### src/rtl/seq_twos_pkg.sv
// Shared mode and state encodings for the sequential two's-complement unit.
package seq_twos_pkg;

   localparam logic [1:0] MODE_NEG = 2'b00;
   localparam logic [1:0] MODE_ADD = 2'b01;
   localparam logic [1:0] MODE_SUB = 2'b10;
   localparam logic [1:0] MODE_ABS = 2'b11;

   typedef enum logic [1:0] {
      ST_IDLE = 2'b00,
      ST_BUSY = 2'b01,
      ST_DONE = 2'b10
   } state_e;

endpackage

### src/rtl/digit_adder.sv
// DIGIT-bit ripple-carry adder built from a chain of full adders.
module digit_adder #(
   parameter int DIGIT = 1
) (
   input  logic [DIGIT-1:0] a,
   input  logic [DIGIT-1:0] b,
   input  logic             cin,
   output logic [DIGIT-1:0] s,
   output logic             cout
);

   logic [DIGIT:0] c;

   assign c[0] = cin;

   for (genvar i = 0; i < DIGIT; i++) begin : g_fa
      full_adder u_fa (
         .a    (a[i]),
         .b    (b[i]),
         .cin  (c[i]),
         .s    (s[i]),
         .cout (c[i+1])
      );
   end

   assign cout = c[DIGIT];

endmodule

### src/rtl/full_adder.sv
// Single-bit full adder, the building block of the digit ripple adder.
module full_adder (
   input  logic a,
   input  logic b,
   input  logic cin,
   output logic s,
   output logic cout
);

   assign s    = a ^ b ^ cin;
   assign cout = (a & b) | (cin & (a ^ b));

endmodule

### src/rtl/seq_twos_complement.sv
// Digit-serial NEG/ADD/SUB/ABS unit with valid/ready on both sides.
// Define SEQ_TWOS_SATURATE_EN to clamp overflowing results to MIN/MAX.
module seq_twos_complement
   import seq_twos_pkg::*;
#(
   parameter int WIDTH = 8,
   parameter int DIGIT = 1
) (
   input  logic             clk,
   input  logic             reset,
   input  logic             in_valid,
   output logic             in_ready,
   input  logic [1:0]       mode,
   input  logic [WIDTH-1:0] A,
   input  logic [WIDTH-1:0] B,
   output logic             out_valid,
   input  logic             out_ready,
   output logic [WIDTH-1:0] Y,
   output logic             overflow
);

   localparam int N  = WIDTH / DIGIT;
   localparam int CW = (N > 1) ? $clog2(N) : 1;

   if (WIDTH < 2 || (WIDTH % DIGIT) != 0) begin : g_bad_param
      $error("seq_twos_complement: WIDTH must be >= 2 and a multiple of DIGIT");
   end

   state_e           state;
   logic [WIDTH-1:0] x_sr, y_sr, res_sr;
   logic             carry;
   logic [CW-1:0]    count;
   logic             x_msb, y_msb;

   logic [WIDTH-1:0] ld_x, ld_y;
   logic             ld_c;
   logic [DIGIT-1:0] dsum;
   logic             dcout;
   logic [WIDTH-1:0] res_next, y_final;
   logic             ov_next;

   // Effective operands: every mode reduces to x + y + c0.
   always_comb begin
      // NOTE: defaults first so every path assigns every output and no latch is inferred.
      ld_x = A;
      ld_y = '0;
      ld_c = 1'b0;
      case (mode)
         MODE_NEG: begin
            ld_x = ~A;
            ld_c = 1'b1;
         end
         MODE_ADD: ld_y = B;
         MODE_SUB: begin
            ld_y = ~B;
            ld_c = 1'b1;
         end
         default: begin
            if (A[WIDTH-1]) begin
               ld_x = ~A;
               ld_c = 1'b1;
            end
         end
      endcase
   end

   digit_adder #(.DIGIT(DIGIT)) u_digit_adder (
      .a    (x_sr[DIGIT-1:0]),
      .b    (y_sr[DIGIT-1:0]),
      .cin  (carry),
      .s    (dsum),
      .cout (dcout)
   );

   // Sum digits enter from the MSB side, so after N steps res_sr is LSB-aligned.
   assign res_next = WIDTH'({dsum, res_sr} >> DIGIT);
   assign ov_next  = (x_msb == y_msb) && (dsum[DIGIT-1] != x_msb);

`ifdef SEQ_TWOS_SATURATE_EN
   localparam logic [WIDTH-1:0] MIN_VAL = {1'b1, {(WIDTH-1){1'b0}}};
   localparam logic [WIDTH-1:0] MAX_VAL = ~MIN_VAL;
   assign y_final = ov_next ? (x_msb ? MIN_VAL : MAX_VAL) : res_next;
`else
   assign y_final = res_next;
`endif

   assign in_ready = (state == ST_IDLE) && !reset;

   // NOTE: non-blocking assignments so every register samples pre-edge values.
   always_ff @(posedge clk or posedge reset) begin
      if (reset) begin
         state     <= ST_IDLE;
         out_valid <= 1'b0;
         Y         <= '0;
         overflow  <= 1'b0;
         carry     <= 1'b0;
         count     <= '0;
         x_sr      <= '0;
         y_sr      <= '0;
         res_sr    <= '0;
         x_msb     <= 1'b0;
         y_msb     <= 1'b0;
      end else begin
         case (state)
            ST_IDLE: begin
               if (in_valid) begin
                  x_sr  <= ld_x;
                  y_sr  <= ld_y;
                  x_msb <= ld_x[WIDTH-1];
                  y_msb <= ld_y[WIDTH-1];
                  carry <= ld_c;
                  count <= '0;
                  state <= ST_BUSY;
               end
            end
            ST_BUSY: begin
               x_sr   <= x_sr >> DIGIT;
               y_sr   <= y_sr >> DIGIT;
               res_sr <= res_next;
               carry  <= dcout;
               count  <= count + 1'b1;
               if (count == CW'(N - 1)) begin
                  state     <= ST_DONE;
                  out_valid <= 1'b1;
                  Y         <= y_final;
                  overflow  <= ov_next;
               end
            end
            ST_DONE: begin
               if (out_ready) begin
                  state     <= ST_IDLE;
                  out_valid <= 1'b0;
               end
            end
            default: state <= ST_IDLE;
         endcase
      end
   end

endmodule

### config.mk
export PLATFORM = sky130hd
export DESIGN_NAME = seq_twos_complement
export DESIGN_NICKNAME = d
export VERILOG_FILES = /design/src/rtl/seq_twos_pkg.sv /design/src/rtl/digit_adder.sv /design/src/rtl/full_adder.sv /design/src/rtl/seq_twos_complement.sv
export SDC_FILE = /design/constraint.sdc
export NUM_CORES = 1
export LEC_CHECK = 0
export BUFFER_PORTS_ARGS = -buffer_cell sky130_fd_sc_hd__buf_2
export CAP_MARGIN = 10
export CORE_MARGIN = 2
export CORE_UTILIZATION = 45
export DETAILED_ROUTE_END_ITERATION = 8
export PLACE_DENSITY = 0.72
export SYNTH_ARGS = -nofsm -noshare
export SYNTH_HDL_FRONTEND = slang
export SYNTH_SLANG_ARGS = --single-unit
### constraint.sdc
create_clock -name clk -period 1.9 [get_ports clk]
set_input_delay 0.19 -clock clk [delete_from_list [all_inputs] [get_ports clk]]
set_output_delay 0.19 -clock clk [all_outputs]
set_load 0.01 [all_outputs]
# Word-level counts from Yosys, hierarchy flattened
# Index checks and enable logic that the tools add are counted.
dict set report classes {
  n_addsub 1
  muxes 20
  eq_ne 10
  n_bitwise 7
  n_reduce_logical 14
}
# cell n
set op_table {}
lappend op_table {{8-bit one-hot mux with 2 select lines} 4}
lappend op_table {{8-bit two-way mux} 3}
lappend op_table {{8-bit inverter} 2}
lappend op_table {{2-bit two-way mux} 3}
lappend op_table {{2-bit != test (second input constant)} 3}
lappend op_table {{1-bit one-hot mux with 2 select lines} 3}
lappend op_table {{2-bit one-hot mux with 3 select lines} 1}
lappend op_table {{3-bit one-hot mux with 2 select lines} 1}
lappend op_table {{2-bit AND reduction} 3}
lappend op_table {{3-bit AND reduction} 2}
lappend op_table {{2-bit by 1-bit equality test with 1-bit output (second input constant)} 2}
lappend op_table {{2-bit equality test (second input constant)} 2}
lappend op_table {{2-bit logical NOT} 2}
lappend op_table {{1-bit two-way mux} 4}
lappend op_table {{2-bit nonzero test} 2}
lappend op_table {{2-bit OR reduction} 2}
lappend op_table {{3-bit by 1-bit adder with 3-bit output (second input constant)} 1}
lappend op_table {{3-bit equality test (second input constant)} 1}
lappend op_table {{3-bit two-way mux} 1}
lappend op_table {{1-bit AND} 2}
lappend op_table {{1-bit logical AND} 2}
lappend op_table {{1-bit XOR} 2}
lappend op_table {{1-bit equality test} 1}
lappend op_table {{1-bit logical NOT} 1}
lappend op_table {{other kinds (2)} 2}
dict set report word_totals {
  register_bits 42
  out_inout_bits 11
}

# Logic depth before layout (Yosys ltp)
# Gate-level depths: netlist (run 1).
dict set report logic_depth {
  depth_word 5
  depth_mapped 6
}

# Hierarchy
# From an unflattened synthesis (run 1), not the netlist that was laid out.
dict set report hier_totals {
  hier_cells 184
  hier_area_um2 2004.4
}
# module n_inst cells_per_inst area_per_inst_um2 seq_area_each_um2
set by_module_without_submodules {}
lappend by_module_without_submodules {seq_twos_complement 1 183 1984.4 1026.0}
lappend by_module_without_submodules {full_adder 1 1 20.0 0.0}

# Worst setup path before layout (run 1)
# OpenSTA, ideal clock, no wires.
dict set report synth_path {
  kind {register to register}
  start {register count[0]}
  end {register Y[0]}
  path_buffers 1
  arrival_time_ns 1.384
  stages_incl_launch_ff 6
  synth_period_minus_slack_ns 1.509
  slack_ns 0.391
  path_cell_list {dfrtp_1 > ha_1 > ha_1 > nand3b_1 > buf_2 > mux2_2}
}
dict set report synth_via {
  elab_chain_len 2
}
# element line_no
set synth_lines {}
lappend synth_lines {{start, declared} seq_twos_complement.sv:32} ;# logic [CW-1:0] count;
lappend synth_lines {{start signal, assigned} seq_twos_complement.sv:121} ;# count <= count + 1'b1;
lappend synth_lines {{3-bit equality test} seq_twos_complement.sv:122} ;# if (count == CW'(N - 1)) begin
lappend synth_lines {{2-bit AND reduction (no line)} -}
lappend synth_lines {{end signal, assigned} seq_twos_complement.sv:125} ;# Y <= y_final;
lappend synth_lines {{end, declared} seq_twos_complement.sv:18} ;# output logic [WIDTH-1:0] Y,
# Every way passes these cells.
# A chain may end at the register's enable or synchronous reset.

# Worst setup path after layout (run 1)
dict set report layout_path {
  start {register count[0]}
  end {register Y[2]}
}
# Same word-level chain as after synthesis.

==> impl_metrics.ini, run 1 <==
[drt]
first_pass_iters = 4
drt.antenna.violating_nets = 0
drc = 0
num_vias = 1490
drt_iter0_markers = 142
vias_per_cell = 5.498
totalWireLength_mm = 3.973
wl_per_cell_um = 14.66

[synthesis]
netlist_area_mm2 = 0.002069
synthArstFlopShare = 1.000
synth_fp_nets = 216
synthCells = 187
yosysMostFrequentCell = dfrtp_1
synth-main-ff-cell = dfrtp_1
yosys.area.top_type_share = 0.4958
synth_edf_count = 0
ys_types = 38
avgSynthCellArea_um2 = 11.07
synthTopCellsByCount = dfrtp_1 (41), nand2_1 (29), inv_1 (12)
synth.area.top_cells = dfrtp_1 (50%), nand2_1 (5.3%), mux2i_1 (4.4%), mux2_2 (4.4%), o211ai_2 (4.2%)
synth_top_cell_by_area = dfrtp_1
synth-seq-cells = 41
ys_seq_area_frac = 0.4958
yosys_warnings = 0

[critical_path]
required_ns = 2.08
crit_path_end_kind = flop
path_max_fanout = 10
crit_type = flop to flop
start_kind = flop
critPathArrivalTime_ns = 1.77

[finish]
fin_util = 0.5402
syn2layout_area_growth_pct = 14.45
layout-drive-gt1-share = 0.3105
finalNonFillerCells = 271
final_net_count = 248
diodes = 0
finalInstanceArea_mm2 = 0.002369

[place]
placed_cell_area_mm2 = 0.002265
place_ws_ns = 0.3245
placed_cells = 264
place.gp.congestion = 0.7627
dpl.hpwl_mm = 2.730
portBuffers = 32

[cts]
clockBufferDepth = 2
root_buffer = clkbuf_8
ctsResizeCount = 0
cts_tree = built
cts-hold-fix-buffers = 0
clk_pin_slew_ns = 0.08
clkLatencyLatePin_ns = 0.29
post_cts_buffers = 0
numCtsBuffers = 5
htreeDepth = 2
cts_num_sinks = 41

[global_route]
antenna_found_initial = 0
gr-usage-all-layers = 0.1741
grt_pass1_vias = 1532
grt_max_degree = 42
grt_overflow_total = 0
grt_pass1_wl_mm = 6.962

[timing]
setup-tns-final_ns = 0
fmax_mhz = 626.4
finClkSkew_ns = 0.005280
hold_viol_final = 0
setup_ws_ns = 0.3036
setup_violations = 0
tightestPinTransition_ns = 0.6568
rsz0062_at_grt = false
relSlewSlack = 0.5612
whs_ns = 0.03530
period_share = 0.8402
report.final.slew_viol_count = 0
period_minus_slack_ns = 1.596

[floorplan]
initial_core_util = 0.4720
core_mm2 = 0.004384
die_x_um = 71.82
num_io_pins = 33
die_area_mm2 = 0.005157
die_h_um = 71.82
row_count = 24

[job]
max-cap-violations = 0

[power]
leakagePower_nw = 1.186
finalPower_mw = 3.395
ir_worst_vdd_v = 0.0005560
powerDensity_mw_per_mm2 = 1433

[hold_path]
worstHoldPathType = input port to asynchronous set/reset pin

[status]
outcome = complete, no violations
[cell usage in the layout (no fill, tap or decap), drive strengths merged, types with 7 or more instances in the layout]
master	Yosys	layout
dfrtp	41	41
buf	9	39
nand2	29	29
inv	12	12
mux2i	9	9
mux2	8	8
nand4	7	7
a22oi	7	7
o211ai	7	7
[cell type report]
cell class,instances,area [µm²]
clock inverters,2,35.03
repair buffers,39,212.7
clock buffers,5,68.82
well taps,52,65.06
fillers,410,2016
flip-flops and latches,41,1026
multi-input cells,120,915.9
inverters,12,45.04
[final timing paths]
path | start | endpoint | slack (ns) | depth (start not counted)
setup reg to reg | count[0] | Y[2] | 0.30 | 5
hold reg to reg | res_sr[1] | res_sr[1] | 0.49 | 2
setup / recovery | count[0] | Y[2] | 0.30 | 5
min in group clk | out_ready | state[1] | 0.09 | 2
max in group asynchronous | reset | x_sr[5] | 1.51 | 3
hold / removal | reset | y_sr[5] | 0.04 | 3
[worst max-delay path, stage by stage, from the launching register on]
cell	delay (ns)
dfrtp_1	0.41
ha_1	0.21
ha_1	0.21
nand3b_1	0.11
buf_4	0.20
mux2_2	0.35
[state kept, by name, indices dropped and copies added, names as in the netlist]
name / flops
Y: 8
carry: 1
count: 3
state: 2
x_msb: 1
res_sr: 7
y_msb: 1
overflow: 1
y_sr: 8
out_valid: 1
x_sr: 8
[layer usage]
metal	part of all wire	vias to the layer above	global-route usage
li1	-	737	-
met1	0.48	714	0.2385
met2	0.46	35	0.2675
met3	0.048	4	0.04360
met4	0.0096	0	0.06709
met5	0	-	0
[power by group]
group / switching [mW] / total (mW) / internal (mW) / leakage (nW)
sequential: 0.194 / 1.42 / 1.23 / 0.531
clock: 0.289 / 0.671 / 0.382 / 0.0540
combinational: 0.733 / 1.30 / 0.571 / 0.601
total: 1.22 / 3.40 / 2.18 / 1.19
[cells by family (layout without fill, tap and decap cells)]
| logic type | after synthesis | in the layout | synth area share |
|---|---|---|---|
| AND/OR/NAND/NOR | 53 | 53 | 0.1258 |
| AO/OA/AOI/OAI | 43 | 43 | 0.1838 |
| multiplexers | 17 | 17 | 0.08707 |
| buffers and inverters | 26 | 58 | 0.06167 |
| flip-flops | 41 | 41 | 0.4958 |
| adder cells (fa/ha/maj) | 7 | 7 | 0.04595 |
No activity file was read; power rests on OpenSTA's default activity.
==> run 2, diff against run 1 <==
clock period = 1.5 ns   (was 1.9 ns; I/O delays follow)
==> run 2 against run 1 <==
The flow now finishes with violations (negative setup slack). Combinational power up 50%. Sequential power up 28%. Final cell count up 5.9%. First-iteration DRC count up 27%. Setup slack worse by 0.31 ns. Via count up 5.4%. Maximum frequency up 6.3%. Global-route usage up 0.84 points. Flip-flop and latch count unchanged. Die area unchanged.
==> impl_metrics.ini, run 2 (synthesized netlist as in run 1, its figures left out) <==
[power]
finalPower_mw = 4.724
ir_worst_vdd_v = 0.0009258
powerDensity_mw_per_mm2 = 1850
leakagePower_nw = 1.289

[floorplan]
row_count = 24
initial_core_util = 0.4720
core_mm2 = 0.004384
die_x_um = 71.82
num_io_pins = 33
die_h_um = 71.82
die_area_mm2 = 0.005157

[hold_path]
holdPathStages = 2
worstHoldPathType = input port to flop
hold_end = state[1]
min_from = out_ready

[timing]
fmax_mhz = 666.0
period_minus_slack_ns = 1.501
finClkSkew_ns = 0.005373
hold_viol_final = 0
period_share = 1.001
report.final.slew_viol_count = 0
setup_ws_ns = -0.001469
relSlewSlack = 0.6562
setup_violations = 3
rsz0062_at_grt = true
tightestPinTransition_ns = 0.5157

[finish]
layout-drive-gt1-share = 0.3787
diodes = 0
final_common_cell = dfrtp_1
finalNonFillerCells = 287
final_net_count = 263
syn2layout_area_growth_pct = 23.40
final_cell_mix = dfrtp_1 (41), buf_2 (32), nand2_1 (29)
finalInstanceArea_mm2 = 0.002554
reg.largest.list = Y (8), x_sr (8), y_sr (8)

[drt]
drc = 0
drt_iter0_markers = 181
vias_per_cell = 5.474
wl_per_cell_um = 14.94
totalWireLength_mm = 4.289
drt.antenna.violating_nets = 0
num_vias = 1571
first_pass_iters = 4

[cts]
cts_tree = built
clk_pin_slew_ns = 0.08
clkLatencyLatePin_ns = 0.30
clockBufferDepth = 2
root_buffer = clkbuf_8
numCtsBuffers = 5
cts_num_sinks = 41
htreeDepth = 2

[critical_path]
required_ns = 1.69
path_cells = ha_2, ha_4, nand3b_1, buf_6, mux2_2
start_kind = flop
critPathMaxStageDelay_ns = 0.39
reg2reg_setup_slack_ns = -0.001
ff2ff_path_depth = 5
timing.rr.start = count[0]
critPathArrivalTime_ns = 1.69
crit_type = flop to flop
critPathBufInv = 1
r2r_end = Y[0]
path_max_fanout = 7
crit_slowest_cell = dfrtp_1
crit_family = flip-flops
crit_path_end_kind = flop

[job]
max-cap-violations = 0

[global_route]
grt_overflow_total = 0
grt_pass1_vias = 1559
grt_pass1_wl_mm = 7.265
gr-usage-all-layers = 0.1824
grt_max_degree = 42
antenna_found_initial = 0

[place]
placed_cells = 276
portBuffers = 32
dpl.hpwl_mm = 3.027
placed_cell_area_mm2 = 0.002355
place.gp.congestion = 0.7776

[status]
violations = negative setup slack
outcome = finished, violations left
[run 2: cell count changes in the layout (fill, tap and decap cells not counted), moves of 2 or more]
cell    before  now
mux2_4       0    5
buf_6        0    2
ha_1         6    4
mux2_2       8    3
buf_4        7   19
[run 2: metal layers]
metal  vias to the layer above  GRT usage  part of all wire  wire length, µm
li1                        765          -                 -                -
met1                       760     0.2589              0.47             2030
met2                        39     0.2716              0.46             1990
met3                         7    0.04219             0.047              201
met4                         0    0.07128             0.015               66
met5                         -          0                 0                0
[run 2: layout make-up]
cell class	count	area, µm²
well taps	52	65.06
clock buffers	6	82.58
flip-flops and latches	41	1026
inverters	12	45.04
fillers	380	1831
multi-input cells	120	962.2
clock inverters	2	37.54
repair buffers	54	335.3
[run 2: metrics by stage]
step / setup TNS [ns] / hold WS (ns) / utilization / setup WS [ns]
finish: -0.003439 / 0.04591 / 0.5825 / -0.001469
global route: -0.2388 / 0.04289 / 0.5825 / -0.06208
CTS: 0 / 0.04306 / 0.5768 / 0.007355
detailed placement: -0.2379 / 0.3224 / 0.5371 / -0.04471
global placement: -0.2048 / 0.3184 / 0.5371 / -0.04365
floorplan: 0 / 0.2363 / - / 0.03414
[run 2: worst max-delay path by stage]
| stage | start | to | slack, ns | cells after the start |
|---|---|---|---|---|
| floorplan | count[0] | Y[0] | 0.03 | 5 |
| global placement | count[0] | Y[7] | -0.04 | 5 |
| detailed placement | count[0] | Y[2] | -0.04 | 5 |
| CTS | count[0] | Y[2] | 0.007 | 5 |
| global route | count[0] | Y[0] | -0.06 | 5 |
| finish | count[0] | Y[0] | -0.001 | 5 |
[run 2: worst register-to-register path, stage by stage (launching register included)]
cell	delay, ns
dfrtp_1	0.39
ha_2	0.20
ha_4	0.16
nand3b_1	0.16
buf_6	0.17
mux2_2	0.33
[run 2: power breakdown]
group | internal (mW) | switching, mW
logic | 0.969 | 0.985
clock network | 0.541 | 0.406
registers | 1.55 | 0.271
[run 2: repair_timing]
item	CTS	global route
gates cloned	0	0
hold endpoints to repair	13	0
hold buffers	1	0
buffers inserted	2	0
setup endpoints to repair	17	19
gates resized for setup	7	8
pin swaps	1	1
